File: config.mk
export PLATFORM = sky130hd
export DESIGN_NAME = rgb_show_ctrl
export DESIGN_NICKNAME = d
export VERILOG_FILES = /design/src/rtl/rgb_show_ctrl.sv
export SDC_FILE = /design/constraint.sdc
export NUM_CORES = 1
export LEC_CHECK = 0
export ABC_CLOCK_PERIOD_IN_PS = 2800
export BUFFER_PORTS_ARGS = -buffer_cell sky130_fd_sc_hd__buf_2
export CAP_MARGIN = 10
export CORE_MARGIN = 8
export CORE_UTILIZATION = 59
export DETAILED_ROUTE_END_ITERATION = 16
export GPL_ROUTABILITY_DRIVEN = 1
export PLACE_DENSITY = 0.91
export REMOVE_ABC_BUFFERS = 1
export SLEW_MARGIN = 0
export SYNTH_ARGS = -nofsm -noshare
export SYNTH_HDL_FRONTEND = slang
export SYNTH_SLANG_ARGS = --single-unit
File: constraint.sdc
create_clock -name clk -period 2.8 [get_ports clk]
set_clock_uncertainty 0.15 [all_clocks]
set_input_delay 0.42 -clock clk [delete_from_list [all_inputs] [get_ports clk]]
set_output_delay 0.42 -clock clk [all_outputs]
set_load 0.01 [all_outputs]
File: src/rtl/rgb_show_ctrl.sv
// Multi-mode RGB LED light-show controller: off, siren, blink, chase, breathe.
// All animation timing comes from an internal prescaler; outputs are registered.
module rgb_show_ctrl #(
  parameter int N_CH = 2,
  parameter int OP_W = 11,
  parameter int TICK_DIV = 50_000_000,
  parameter int PWM_W = 8,
  parameter logic [OP_W-1:0] OP_SIREN = 11'b00000010000,
  parameter logic [OP_W-1:0] OP_BLINK = 11'b00000100000,
  parameter logic [OP_W-1:0] OP_CHASE = 11'b00001000000,
  parameter logic [OP_W-1:0] OP_BREATHE = 11'b00010000000
) (
  input  logic              clk,
  input  logic              rst,
  input  logic [OP_W-1:0]   op_code,
  output logic [3*N_CH-1:0] rgb,
  output logic [2:0]        mode
);

  localparam int PS_W = $clog2(TICK_DIV);
  localparam int IX_W = $clog2(N_CH);
  localparam logic [PS_W-1:0] PS_MAX = PS_W'(TICK_DIV - 1);
  localparam logic [IX_W-1:0] IX_MAX = IX_W'(N_CH - 1);
  localparam logic [PWM_W-1:0] DUTY_TOP = '1;
  localparam logic [PWM_W-1:0] DUTY_ONE = PWM_W'(1);

  typedef enum logic [2:0] {
    M_OFF     = 3'd0,
    M_SIREN   = 3'd1,
    M_BLINK   = 3'd2,
    M_CHASE   = 3'd3,
    M_BREATHE = 3'd4
  } mode_e;

  mode_e              dec;
  mode_e              mode_q;
  logic [PS_W-1:0]    ps_q, ps_d;
  logic               phase_q, phase_d;
  logic [IX_W-1:0]    idx_q, idx_d;
  logic [PWM_W-1:0]   duty_q, duty_d;
  logic               down_q, down_d;
  logic [PWM_W-1:0]   pwm_q, pwm_d;
  logic [3*N_CH-1:0]  rgb_q, rgb_d;
  logic               tick;
  logic               chg;

  always_comb begin
    dec = M_OFF;
    unique case (1'b1)
      (op_code == OP_SIREN):   dec = M_SIREN;
      (op_code == OP_BLINK):   dec = M_BLINK;
      (op_code == OP_CHASE):   dec = M_CHASE;
      (op_code == OP_BREATHE): dec = M_BREATHE;
      default:                 dec = M_OFF;
    endcase
  end

  assign tick = (mode_q != M_OFF) && (ps_q == PS_MAX);
  assign chg  = (dec != mode_q);

  always_comb begin
    ps_d    = ps_q;
    phase_d = phase_q;
    idx_d   = idx_q;
    duty_d  = duty_q;
    down_d  = down_q;
    pwm_d   = pwm_q;
    if (chg) begin
      ps_d    = '0;
      phase_d = 1'b0;
      idx_d   = '0;
      duty_d  = '0;
      down_d  = 1'b0;
      pwm_d   = '0;
    end else begin
      pwm_d = pwm_q + 1'b1;
      if (mode_q == M_OFF || tick) ps_d = '0;
      else ps_d = ps_q + 1'b1;
      if (tick) begin
        phase_d = ~phase_q;
        idx_d   = (idx_q == IX_MAX) ? '0 : idx_q + 1'b1;
        // Direction flips on the tick that lands on an endpoint.
        if (!down_q) begin
          duty_d = duty_q + 1'b1;
          if (duty_q == DUTY_TOP - DUTY_ONE) down_d = 1'b1;
        end else begin
          duty_d = duty_q - 1'b1;
          if (duty_q == DUTY_ONE) down_d = 1'b0;
        end
      end
    end
  end

  always_comb begin
    rgb_d = '0;
    for (int i = 0; i < N_CH; i++) begin
      case (mode_q)
        M_SIREN:
          rgb_d[3*i +: 3] = (((i % 2) == 0) ^ phase_q) ? 3'b100 : 3'b001;
        M_BLINK:
          rgb_d[3*i +: 3] = phase_q ? 3'b000 : 3'b111;
        M_CHASE:
          rgb_d[3*i +: 3] = (idx_q == IX_W'(i)) ? 3'b010 : 3'b000;
        M_BREATHE:
          rgb_d[3*i +: 3] = {1'b0, (pwm_q < duty_q), 1'b0};
        default:
          rgb_d[3*i +: 3] = 3'b000;
      endcase
    end
  end

  always_ff @(posedge clk) begin
    if (rst) begin
      mode_q  <= M_OFF;
      ps_q    <= '0;
      phase_q <= 1'b0;
      idx_q   <= '0;
      duty_q  <= '0;
      down_q  <= 1'b0;
      pwm_q   <= '0;
      rgb_q   <= '0;
    end else begin
      mode_q  <= dec;
      ps_q    <= ps_d;
      phase_q <= phase_d;
      idx_q   <= idx_d;
      duty_q  <= duty_d;
      down_q  <= down_d;
      pwm_q   <= pwm_d;
      rgb_q   <= rgb_d;
    end
  end

  assign rgb  = rgb_q;
  assign mode = mode_q;

endmodule

==> parameters.txt, run 1 <==
Parameter                              Value

Run status
  Result of the run ... completed

STA
  Max_slew headroom ... 0.481
  Fmax ... 380 MHz
  Transition time of the tightest slew-check pin ... 0.772 ns
  Final critical delay including setup and external delays ... 2.63 ns
  Share of the clock period used by the worst path after layout ... 0.940
  Setup repair after global routing missed its margin ... no
  # setup viols final ... 0
  Worst Hold Slack ... 0.202 ns
  Number of hold violations in the final report ... 0
  Count of final max-slew check failures ... 0

Worst hold path
  Worst hold path stage count ... 2
  Destination of the worst hold path ... mode[1]
  Origin of the worst min-delay path ... op_code[4]
  Hold Crit Class ... in2reg

Yosys
  Mapped cell area ... 2660 sq um
  Area share of the leading cell type in the synthesized netlist ... 0.391
  Synth warn ... 0
  Number of enable-type register cells in the synthesized netlist ... 0
  Synth Area per Inst ... 8.59 sq um
  Library cell occupying the most area in the post-synthesis netlist ... sky130_fd_sc_hd__dfxtp_1
  Cells after Synth ... 310
  Leading post-synthesis cells by cell area ... sky130_fd_sc_hd__dfxtp_1 39%, sky130_fd_sc_hd__xnor2_1 7.9%, sky130_fd_sc_hd__nor3_1 6.4%
  FF+latch count, synth ... 52
  Fraction of synthesis flops using an asynchronous set or reset pin ... 0
  Post-synth top flop ... sky130_fd_sc_hd__dfxtp_1
  Count of different cell masters after synthesis ... 46
  Portion of the post-synthesis area used by sequential elements ... 0.391

Layout
  Register cell area after layout ... 1040 sq um
  Most frequent cells in the layout ... 52 x sky130_fd_sc_hd__dfxtp_1, 34 x sky130_fd_sc_hd__nor3_1, 28 x sky130_fd_sc_hd__nor2_1
  Most common library cell in the layout ignoring fill and taps ... sky130_fd_sc_hd__dfxtp_1
  Filler instances ... 350
  Non-filler instance count after layout ... 382
  Final #Nets ... 355
  Total inserted antenna cells ... 0
  Final Instance Area ... 2930 sq um
  Area occupied by multi-input gates ... 1500 sq um
  Post-synthesis to final-layout area growth ... 9.82%
  Fraction of final layout cells with drive strength greater than 1 ... 0.112

Die
  Die height ... 83.2 um
  Number of primary I/O pins ... 22
  Overall die area ... 6920 sq um
  Area of the core region ... 4350 sq um
  Initial standard-cell utilization of the core ... 0.612
  Chip Width ... 83.2 um
  Core Rows ... 24

Setup path
  Depth of the most critical reg-to-reg path ... 5
  Longest individual stage delay on the worst path ... 0.67 ns
  Setup slack on the worst flop-to-flop path ... 0.17 ns
  Crit path launch type ... register
  Required time worst endpoint ... 2.89 ns
  Largest fanout on the critical path ... 7
  Reg-to-reg critical path startpoint ... ps_q[8]
  Arrival time at the worst endpoint ... 2.72 ns
  Cell with the largest stage delay on the worst path ... sky130_fd_sc_hd__or4_1
  Ordered list of cells on the worst path ... or4b_1, or4_1, or3_4, or3_1, a21oi_1
  Worst setup path category ... reg2reg
  Capture point of the worst reg-to-reg path ... duty_q[7]
  Crit end category ... register

Clock network
  Sinks on Clock Net ... 52
  Buffers inserted by post-CTS timing repair ... 0
  Number of buffers created by CTS ... 5
  CTS tree ... yes
  Longest Clk Path Bufs ... 2
  Clock-pin slew reported for the worst setup and hold paths after clock tree synthesis ... 0.09 ns
  Post-CTS Resized ... 0
  H-tree depth ... 2
  Clk root buf ... sky130_fd_sc_hd__clkbuf_8
  Hold_buf cts ... 0
  Latest clock arrival within the worst-skew pair ... 0.30 ns

Detailed routing
  Iter 0 DRT Violations ... 89
  Wire length after detailed routing ... 5.19 mm
  Antenna violation net count after detailed routing ... 0
  Via-to-Cell Ratio ... 5.79
  Total iterations of the first detailed-routing run ... 4
  DRC violations left ... 0
  Wire per inst ... 13.6 um
  Via total after detailed routing ... 2212

GRT
  Global-route wire length before repair ... 9.10 mm
  Maximum number of pins on one net before global-route repair ... 46
  Antenna violations before repair ... 0
  GRT overflow ... 0
  GRT Resource Usage Total ... 0.150
  Number of global-route vias before repair ... 2127

Placement
  DP HPWL ... 3.72 mm
  Number of placed instances with taps included ... 374
  Input/output buffers ... 21
  Last weighted congestion value of the routability-driven placer ... 0.904
  Placement Cell Area ... 2820 sq um

Run
  Max-cap violations ... 0

Pwr
  Maximum ir drop on the vdd rail ... 241 uV
  Total leakage power ... 0.997 nW
  Cell Pwr Density ... 444 nW/um^2
==> cell type report <==
| class | count | area share |
|---|---|---|
| clock inverter | 2 | 0.0120 |
| clock buffer | 6 | 0.0248 |
| inverter | 14 | 0.0180 |
| multi-input combinational | 230 | 0.514 |
| tap | 52 | 0.0222 |
| timing repair buffer | 26 | 0.0530 |
| sequential | 52 | 0.356 |
==> through the flow <==
step | power [mW] | setup WS, ns | setup TNS, ns | utilization
after global placement | 0.811 | 0.189 | 0 | 0.647
after global routing | 1.34 | 0.00594 | 0 | 0.672
after detailed placement | 0.812 | 0.113 | 0 | 0.647
after CTS | 1.31 | 0.156 | 0 | 0.672
final | 1.30 | 0.168 | 0 | 0.672
after floorplan | 0.790 | -0.0450 | -1.10 | -
==> registers in the layout, summed over array words and instances, names as in the netlist <==
register and cells:
ps_q 26, duty_q 8, pwm_q 8, rgb 4, mode 3, down_q 1
idx_q 1, phase_q 1
==> worst max-delay path by stage <==
stage,from,end,depth (start not counted)
4_1_cts,ps_q[8],duty_q[7],5
3_3_place_gp,op_code[5],ps_q[25],7
6_report,ps_q[8],duty_q[7],5
2_1_floorplan,ps_q[8],ps_q[10],4
3_5_place_dp,op_code[5],ps_q[25],7
5_1_grt,ps_q[8],duty_q[7],5
==> routing by layer <==
metal	vias up	global-route usage	part of all wire	routed length, um
met5	-	0	0	0
met4	0	0.0527	0.010	53
met1	1020	0.168	0.45	2350
li1	1138	-	-	-
met2	46	0.261	0.49	2540
met3	8	0.0420	0.048	247
==> cell families (layout without fill, tap and decap cells) <==
logic type / after synthesis / count (layout) / share of synthesized area
AND/OR/NAND/NOR: 148 / 148 / 0.299
flip-flops: 52 / 52 / 0.391
XOR/XNOR: 41 / 41 / 0.135
AO/OA/AOI/OAI: 28 / 28 / 0.0700
buffers and inverters: 28 / 48 / 0.0446
adder cells (fa/ha/maj): 13 / 13 / 0.0611
==> report_power, final <==
part | switching (mW) | leakage, nW | internal, mW
Clock | 0.238 | 0.0552 | 0.265
Combinational | 0.0263 | 0.522 | 0.0206
Sequential | 0.00500 | 0.419 | 0.743
Total | 0.270 | 0.997 | 1.03
==> cell usage after synthesis, drive strengths merged (6+ instances only) <==
library cell   n
xnor2         24
nor2          28
nand4         10
xor2          17
inv           14
ha            13
nand3         16
nor3          35
nor4           8
dfxtp         52
clkbuf         7
buf            7
nand2         16
and3           6
o21ai          7
a21oi          6
==> critical path, delay by kind of cell (launching register included) <==
family / cells / cell delay, ns
and+or+nand+nor: 4 / 1.92
DFF: 1 / 0.36
AOI/OAI and AO/OA: 1 / 0.15
No activity file was read; power rests on OpenSTA's default activity.
==> run 2: changes to the inputs <==
--- a/config.mk
+++ b/config.mk
@@ -12,7 +12,7 @@
 export CORE_UTILIZATION = 59
 export DETAILED_ROUTE_END_ITERATION = 16
 export GPL_ROUTABILITY_DRIVEN = 1
-export PLACE_DENSITY = 0.91
+export PLACE_DENSITY = 0.81
 export REMOVE_ABC_BUFFERS = 1
 export SLEW_MARGIN = 0
 export SYNTH_ARGS = -nofsm -noshare
==> run 2 against run 1 <==
Net effect: sequential share of layout area decreased by 0.14 points; first-iteration DRC count fell by 3.4%; highest routed layer unchanged; critical endpoint unchanged; via count shrank 1.0%.
==> parameters.txt, run 2 (synthesized netlist as in run 1, its figures left out) <==
Parameter                              Value

Clock network
  Sinks on Clock Net ... 52 (unchanged)
  Clock-pin slew reported for the worst setup and hold paths after clock tree synthesis ... 0.09 ns (about the same)
  Latest clock arrival within the worst-skew pair ... 0.31 ns (about the same)
  Hold_buf cts ... 0 (unchanged)
  Buffers inserted by post-CTS timing repair ... 0 (unchanged)
  Post-CTS Resized ... 0 (unchanged)
  H-tree depth ... 2 (unchanged)
  Longest Clk Path Bufs ... 2 (unchanged)
  Number of buffers created by CTS ... 5 (unchanged)
  Clk root buf ... sky130_fd_sc_hd__clkbuf_8
  CTS tree ... yes

Worst hold path
  Worst hold path stage count ... 2 (unchanged)
  Hold Crit Class ... in2reg
  Origin of the worst min-delay path ... op_code[4]
  Destination of the worst hold path ... mode[2]

Die
  Overall die area ... 6920 sq um (unchanged)
  Die height ... 83.2 um (unchanged)
  Number of primary I/O pins ... 22 (unchanged)
  Chip Width ... 83.2 um (unchanged)
  Core Rows ... 24 (unchanged)
  Area of the core region ... 4350 sq um (unchanged)
  Initial standard-cell utilization of the core ... 0.612 (unchanged)

GRT
  Maximum number of pins on one net before global-route repair ... 46 (unchanged)
  Antenna violations before repair ... 0 (unchanged)
  Global-route wire length before repair ... 8.76 mm (-3.7%)
  GRT overflow ... 0 (unchanged)
  Number of global-route vias before repair ... 2062 (-3.1%)
  GRT Resource Usage Total ... 0.147 (-0.00242)

Detailed routing
  Wire per inst ... 13.2 um (-2.8%)
  Total iterations of the first detailed-routing run ... 4 (unchanged)
  Antenna violation net count after detailed routing ... 0 (unchanged)
  Via-to-Cell Ratio ... 5.72 (-1.3%)
  Iter 0 DRT Violations ... 86 (-3.4%)
  DRC violations left ... 0 (unchanged)
  Wire length after detailed routing ... 5.06 mm (-2.5%)
  Via total after detailed routing ... 2189 (-1.0%)

Layout
  Post-synthesis to final-layout area growth ... 10.2%
  Fraction of final layout cells with drive strength greater than 1 ... 0.118 (+0.00570)
  Register cell area after layout ... 1040 sq um (unchanged)
  Register with the highest flop count ... ps_q
  Total inserted antenna cells ... 0 (unchanged)
  Final Instance Area ... 2940 sq um (+0.38%)
  Area occupied by multi-input gates ... 1500 sq um (unchanged)
  Final #Nets ... 356 (+0.28%)
  Largest registers ... ps_q: 26 flops, duty_q: 8 flops, pwm_q: 8 flops
  Core utilization of the finished layout ... 0.674 (+0.00259)
  Most frequent cells in the layout ... 52 x sky130_fd_sc_hd__dfxtp_1, 34 x sky130_fd_sc_hd__nor3_1, 28 x sky130_fd_sc_hd__nor2_1
  Filler instances ... 346 (-1.1%)
  Most common library cell in the layout ignoring fill and taps ... sky130_fd_sc_hd__dfxtp_1
  Max FFs per register ... 26 (unchanged)

Pwr
  Fraction of power spent switching nets ... 0.213 (+0.00522)
  Power share of the sequential group ... 0.573 (-0.003)
  Clock share of power ... 0.391 (+0.003)
  Comb pwr share ... 0.036 (about the same)
  Total leakage power ... 1.00 nW (+0.31%)
  Maximum ir drop on the vdd rail ... 375 uV (+56%)
  Cell Pwr Density ... 445 nW/um^2 (+0.19%)
  Total design power ... 1.31 mW (+0.57%)
  P_sw ... 278 uW (+3.1%)
  Cell internal pwr ... 1.03 mW (about the same)

Placement
  Last weighted congestion value of the routability-driven placer ... 0.813 (-10%)
  DP HPWL ... 3.57 mm (-4.1%)
  Placement Setup Slack ... 0.0657 ns (-0.0469 ns)
  Input/output buffers ... 21 (unchanged)
  Placement Cell Area ... 2830 sq um (+0.27%)

STA
  # setup viols final ... 0 (unchanged)
  Worst setup margin ... 0.250 ns (+0.0819 ns)
  Setup repair after global routing missed its margin ... no
  Max_slew headroom ... 0.486 (+0.00467)
  Count of final max-slew check failures ... 0 (unchanged)
  Fmax ... 392 MHz (+3.2%)
  Transition time of the tightest slew-check pin ... 0.765 ns (-0.00695 ns)
  Number of hold violations in the final report ... 0 (unchanged)
  Share of the clock period used by the worst path after layout ... 0.911 (-0.0292)
  Worst Hold Slack ... 0.198 ns (-0.00322 ns)
  Final critical delay including setup and external delays ... 2.55 ns (-0.0819 ns)

Setup path
  Capture point of the worst reg-to-reg path ... duty_q[7]
  Arrival time at the worst endpoint ... 2.65 ns (-0.07 ns)
  Crit path launch type ... register
  Largest fanout on the critical path ... 5 (-2)
  Start point of the critical path ... ps_q[8]
  Worst setup path category ... reg2reg
  Crit end category ... register
  Setup slack on the worst flop-to-flop path ... 0.25 ns (+0.08 ns)
  Required time worst endpoint ... 2.90 ns (about the same)
  Depth of the most critical reg-to-reg path ... 5 (unchanged)
  Reg-to-reg critical path startpoint ... ps_q[8]

Run status
  Result of the run ... completed

Run
  Max-cap violations ... 0 (unchanged)
run 2: metrics by stage:
step | setup TNS (ns) | std cells
floorplan | -1.10 | 296
global placement | 0 | 375
finish | 0 | 383
detailed placement | 0 | 375
global route | 0 | 383
CTS | 0 | 383
run 2: worst max-delay path by stage:
stage / depth (start not counted) / to
floorplan: 4 / ps_q[10]
global placement: 7 / ps_q[25]
detailed placement: 7 / ps_q[25]
CTS: 5 / duty_q[6]
global route: 6 / duty_q[5]
finish: 5 / duty_q[7]
run 2: worst max-delay path, cell delays in order, from the launching register on:
cell	delay (ns)
sky130_fd_sc_hd__dfxtp_1	0.36
sky130_fd_sc_hd__or4b_1	0.52
sky130_fd_sc_hd__or4_1	0.61
sky130_fd_sc_hd__or3_4	0.37
sky130_fd_sc_hd__or3_1	0.35
sky130_fd_sc_hd__a21oi_1	0.14
run 2: routing by layer:
layer / up-vias / GRT usage / routed length, um
li1: 1144 / - / -
met1: 998 / 0.169 / 2360
met2: 39 / 0.250 / 2430
met3: 8 / 0.0313 / 213
met4: 0 / 0.0735 / 62
met5: - / 0 / 0
run 2: power groups by stage:
stage	sequential, mW	clock [mW]	combinational, mW
5_1_grt	0.749	0.551	0.0552
6_report	0.748	0.511	0.0472
4_1_cts	0.748	0.526	0.0480
3_3_place_gp	0.765	0	0.0464
3_5_place_dp	0.765	0	0.0476
2_1_floorplan	0.764	0	0.0260
run 2: final cells by class:
| type | instances | share of cell area |
|---|---|---|
| multi-input cells | 230 | 0.512 |
| flip-flops and latches | 52 | 0.354 |
| repair buffers | 27 | 0.0554 |
| clock buffers | 5 | 0.0234 |
| well taps | 52 | 0.0222 |
| inverters | 14 | 0.0179 |
| clock inverters | 3 | 0.0145 |
==> run 3: changes to the inputs <==
--- a/config.mk
+++ b/config.mk
@@ -9,10 +9,10 @@
 export BUFFER_PORTS_ARGS = -buffer_cell sky130_fd_sc_hd__buf_2
 export CAP_MARGIN = 10
 export CORE_MARGIN = 8
-export CORE_UTILIZATION = 59
+export CORE_UTILIZATION = 55
 export DETAILED_ROUTE_END_ITERATION = 16
 export GPL_ROUTABILITY_DRIVEN = 1
-export PLACE_DENSITY = 0.81
+export PLACE_DENSITY = 0.76
 export REMOVE_ABC_BUFFERS = 1
 export SLEW_MARGIN = 0
 export SYNTH_ARGS = -nofsm -noshare
==> run 3 against run 2 <==
Net effect: register-to-register slack is essentially flat; total power shrank 0.77%; hold slack gained 0.0011 ns; design area is essentially flat; clock power shrank 2%; sequential power is essentially flat; maximum frequency shrank 0.50%; non-clock buffer count is the same; via count grew 0.18%; die area grew 5.9%; clock-buffer cell count grew 1; largest power group unchanged.
==> parameters.txt, run 3 (synthesized netlist as in run 1, its figures left out) <==
Parameter                              Value

Pwr
  Total leakage power ... 1.00 nW (+0.10%)
  Total design power ... 1.30 mW (-0.77%)
  Cell Pwr Density ... 441 nW/um^2 (-0.72%)
  Maximum ir drop on the vdd rail ... 297 uV (-21%)

Layout
  Final Instance Area ... 2940 sq um (about the same)
  Largest registers ... ps_q: 26 flops, duty_q: 8 flops, pwm_q: 8 flops
  Non-filler instance count after layout ... 385 (+0.52%)
  Area occupied by multi-input gates ... 1500 sq um (unchanged)
  Fraction of final layout cells with drive strength greater than 1 ... 0.115 (-0.00302)
  Register with the highest flop count ... ps_q
  Most common library cell in the layout ignoring fill and taps ... sky130_fd_sc_hd__dfxtp_1
  Post-synthesis to final-layout area growth ... 10.2% (about the same)
  Most frequent cells in the layout ... 52 x sky130_fd_sc_hd__dfxtp_1, 34 x sky130_fd_sc_hd__nor3_1, 28 x sky130_fd_sc_hd__nor2_1
  Register cell area after layout ... 1040 sq um (unchanged)
  Max FFs per register ... 26 (unchanged)
  Final #Nets ... 356 (unchanged)
  Filler instances ... 408 (+18%)
  Total inserted antenna cells ... 0 (unchanged)

Die
  Overall die area ... 7330 sq um (+5.9%)
  Die height ... 85.6 um (+2.9%)
  Initial standard-cell utilization of the core ... 0.568 (-0.0440)
  Core Rows ... 25 (+4.2%)
  Area of the core region ... 4690 sq um (+7.8%)
  Chip Width ... 85.6 um (+2.9%)
  Number of primary I/O pins ... 22 (unchanged)

GRT
  Number of global-route vias before repair ... 2014 (-2.3%)
  Antenna violations before repair ... 0 (unchanged)
  Maximum number of pins on one net before global-route repair ... 46 (unchanged)
  Global-route wire length before repair ... 8.76 mm (about the same)
  GRT overflow ... 0 (unchanged)
  GRT Resource Usage Total ... 0.143 (-0.00367)

Detailed routing
  Via total after detailed routing ... 2193 (+0.18%)
  Iter 0 DRT Violations ... 123 (+43%)
  Total iterations of the first detailed-routing run ... 4 (unchanged)
  Wire length after detailed routing ... 5.00 mm (-1.2%)
  Wire per inst ... 13.0 um (-1.7%)
  Via-to-Cell Ratio ... 5.70 (-0.34%)
  Antenna violation net count after detailed routing ... 0 (unchanged)
  DRC violations left ... 0 (unchanged)

Setup path
  Crit end category ... register
  Ordered list of cells on the worst path ... or4b_1, or4_1, or3_4, or3_1, a21oi_1
  Required time worst endpoint ... 2.89 ns (about the same)
  Worst path top cell family by delay ... simple AND/OR/NAND/NOR gates
  Setup slack on the worst flop-to-flop path ... 0.24 ns (about the same)
  Depth of the most critical reg-to-reg path ... 5 (unchanged)
  Capture point of the worst reg-to-reg path ... duty_q[6]
  Crit path launch type ... register
  Longest individual stage delay on the worst path ... 0.61 ns (about the same)
  Cell with the largest stage delay on the worst path ... sky130_fd_sc_hd__or4_1
  Largest fanout on the critical path ... 5 (unchanged)
  Arrival time at the worst endpoint ... 2.65 ns (about the same)
  Worst setup path category ... reg2reg
  Reg-to-reg critical path startpoint ... ps_q[8]
  Number of buffers and inverters on the critical path ... 0 (unchanged)

Run
  Max-cap violations ... 0 (unchanged)

STA
  Transition time of the tightest slew-check pin ... 0.755 ns (-0.0102 ns)
  Worst Hold Slack ... 0.199 ns (+0.00110 ns)
  Setup repair after global routing missed its margin ... no
  Worst setup margin ... 0.237 ns (-0.0127 ns)
  Count of final max-slew check failures ... 0 (unchanged)
  # setup viols final ... 0 (unchanged)
  Max_slew headroom ... 0.493 (+0.00685)
  Final critical delay including setup and external delays ... 2.56 ns (+0.0127 ns)
  Share of the clock period used by the worst path after layout ... 0.915 (+0.00453)
  Number of hold violations in the final report ... 0 (unchanged)
  Fmax ... 390 MHz (-0.50%)

Clock network
  Hold_buf cts ... 0 (unchanged)
  CTS tree ... yes
  Sinks on Clock Net ... 52 (unchanged)
  Longest Clk Path Bufs ... 2 (unchanged)
  Post-CTS Resized ... 0 (unchanged)
  Buffers inserted by post-CTS timing repair ... 0 (unchanged)
  Number of buffers created by CTS ... 5 (unchanged)
  Latest clock arrival within the worst-skew pair ... 0.30 ns (about the same)
  H-tree depth ... 2 (unchanged)
  Clock-pin slew reported for the worst setup and hold paths after clock tree synthesis ... 0.09 ns (about the same)
  Clk root buf ... sky130_fd_sc_hd__clkbuf_8

Worst hold path
  Destination of the worst hold path ... mode[2]
  Worst hold path stage count ... 2 (unchanged)
  Hold Crit Class ... in2reg
  Origin of the worst min-delay path ... op_code[4]

Placement
  DP HPWL ... 3.54 mm (-0.81%)
  Number of placed instances with taps included ... 377 (+0.53%)
  Placement Cell Area ... 2830 sq um (about the same)
  Input/output buffers ... 21 (unchanged)
  Last weighted congestion value of the routability-driven placer ... 0.858 (+5.5%)
  Placement Setup Slack ... 0.0847 ns (+0.0190 ns)

Run status
  Result of the run ... completed
run 3: metal layers:
layer / vias to the layer above / GRT usage / routed length [um]
met5: - / 0 / 0
li1: 1136 / - / -
met1: 1012 / 0.168 / 2380
met2: 37 / 0.245 / 2370
met3: 8 / 0.0315 / 173
met4: 0 / 0.0605 / 74
run 3: area by class of cell:
type	count	share of cell area
multi-input cells	230	0.512
flip-flops and latches	52	0.355
inverters	14	0.0179
well taps	54	0.0230
clock buffers	6	0.0247
repair buffers	27	0.0554
clock inverters	2	0.0119
run 3: how the worst max path moves through the flow:
stage | slack [ns] | depth (start not counted) | startpoint | endpoint
2_1_floorplan | -0.04 | 4 | ps_q[8] | ps_q[10]
3_5_place_dp | 0.08 | 7 | op_code[5] | ps_q[25]
3_3_place_gp | 0.18 | 7 | op_code[5] | ps_q[25]
6_report | 0.24 | 5 | ps_q[8] | duty_q[6]
5_1_grt | 0.003 | 6 | ps_q[8] | duty_q[5]
4_1_cts | 0.24 | 6 | ps_q[8] | duty_q[5]
run 3: worst register-to-register path, delay by kind of cell (launching register included):
family / cells / cell delay [ns]
AO/OA/AOI/OAI: 1 / 0.13
flip-flops: 1 / 0.36
AND/OR/NAND/NOR: 4 / 1.86
run 3: power by group:
group / internal (mW) / leakage (nW) / switching [mW]
Sequential: 0.743 / 0.419 / 0.00505
Clock: 0.265 / 0.0552 / 0.235
Combinational: 0.0207 / 0.526 / 0.0269
Total: 1.03 / 1.00 / 0.267
run 3: per-stage QoR:
stage	utilization	TNS [ns]
finish	0.626	0
global route	0.626	0
global placement	0.603	0
CTS	0.626	0
floorplan	-	-1.10
detailed placement	0.603	0
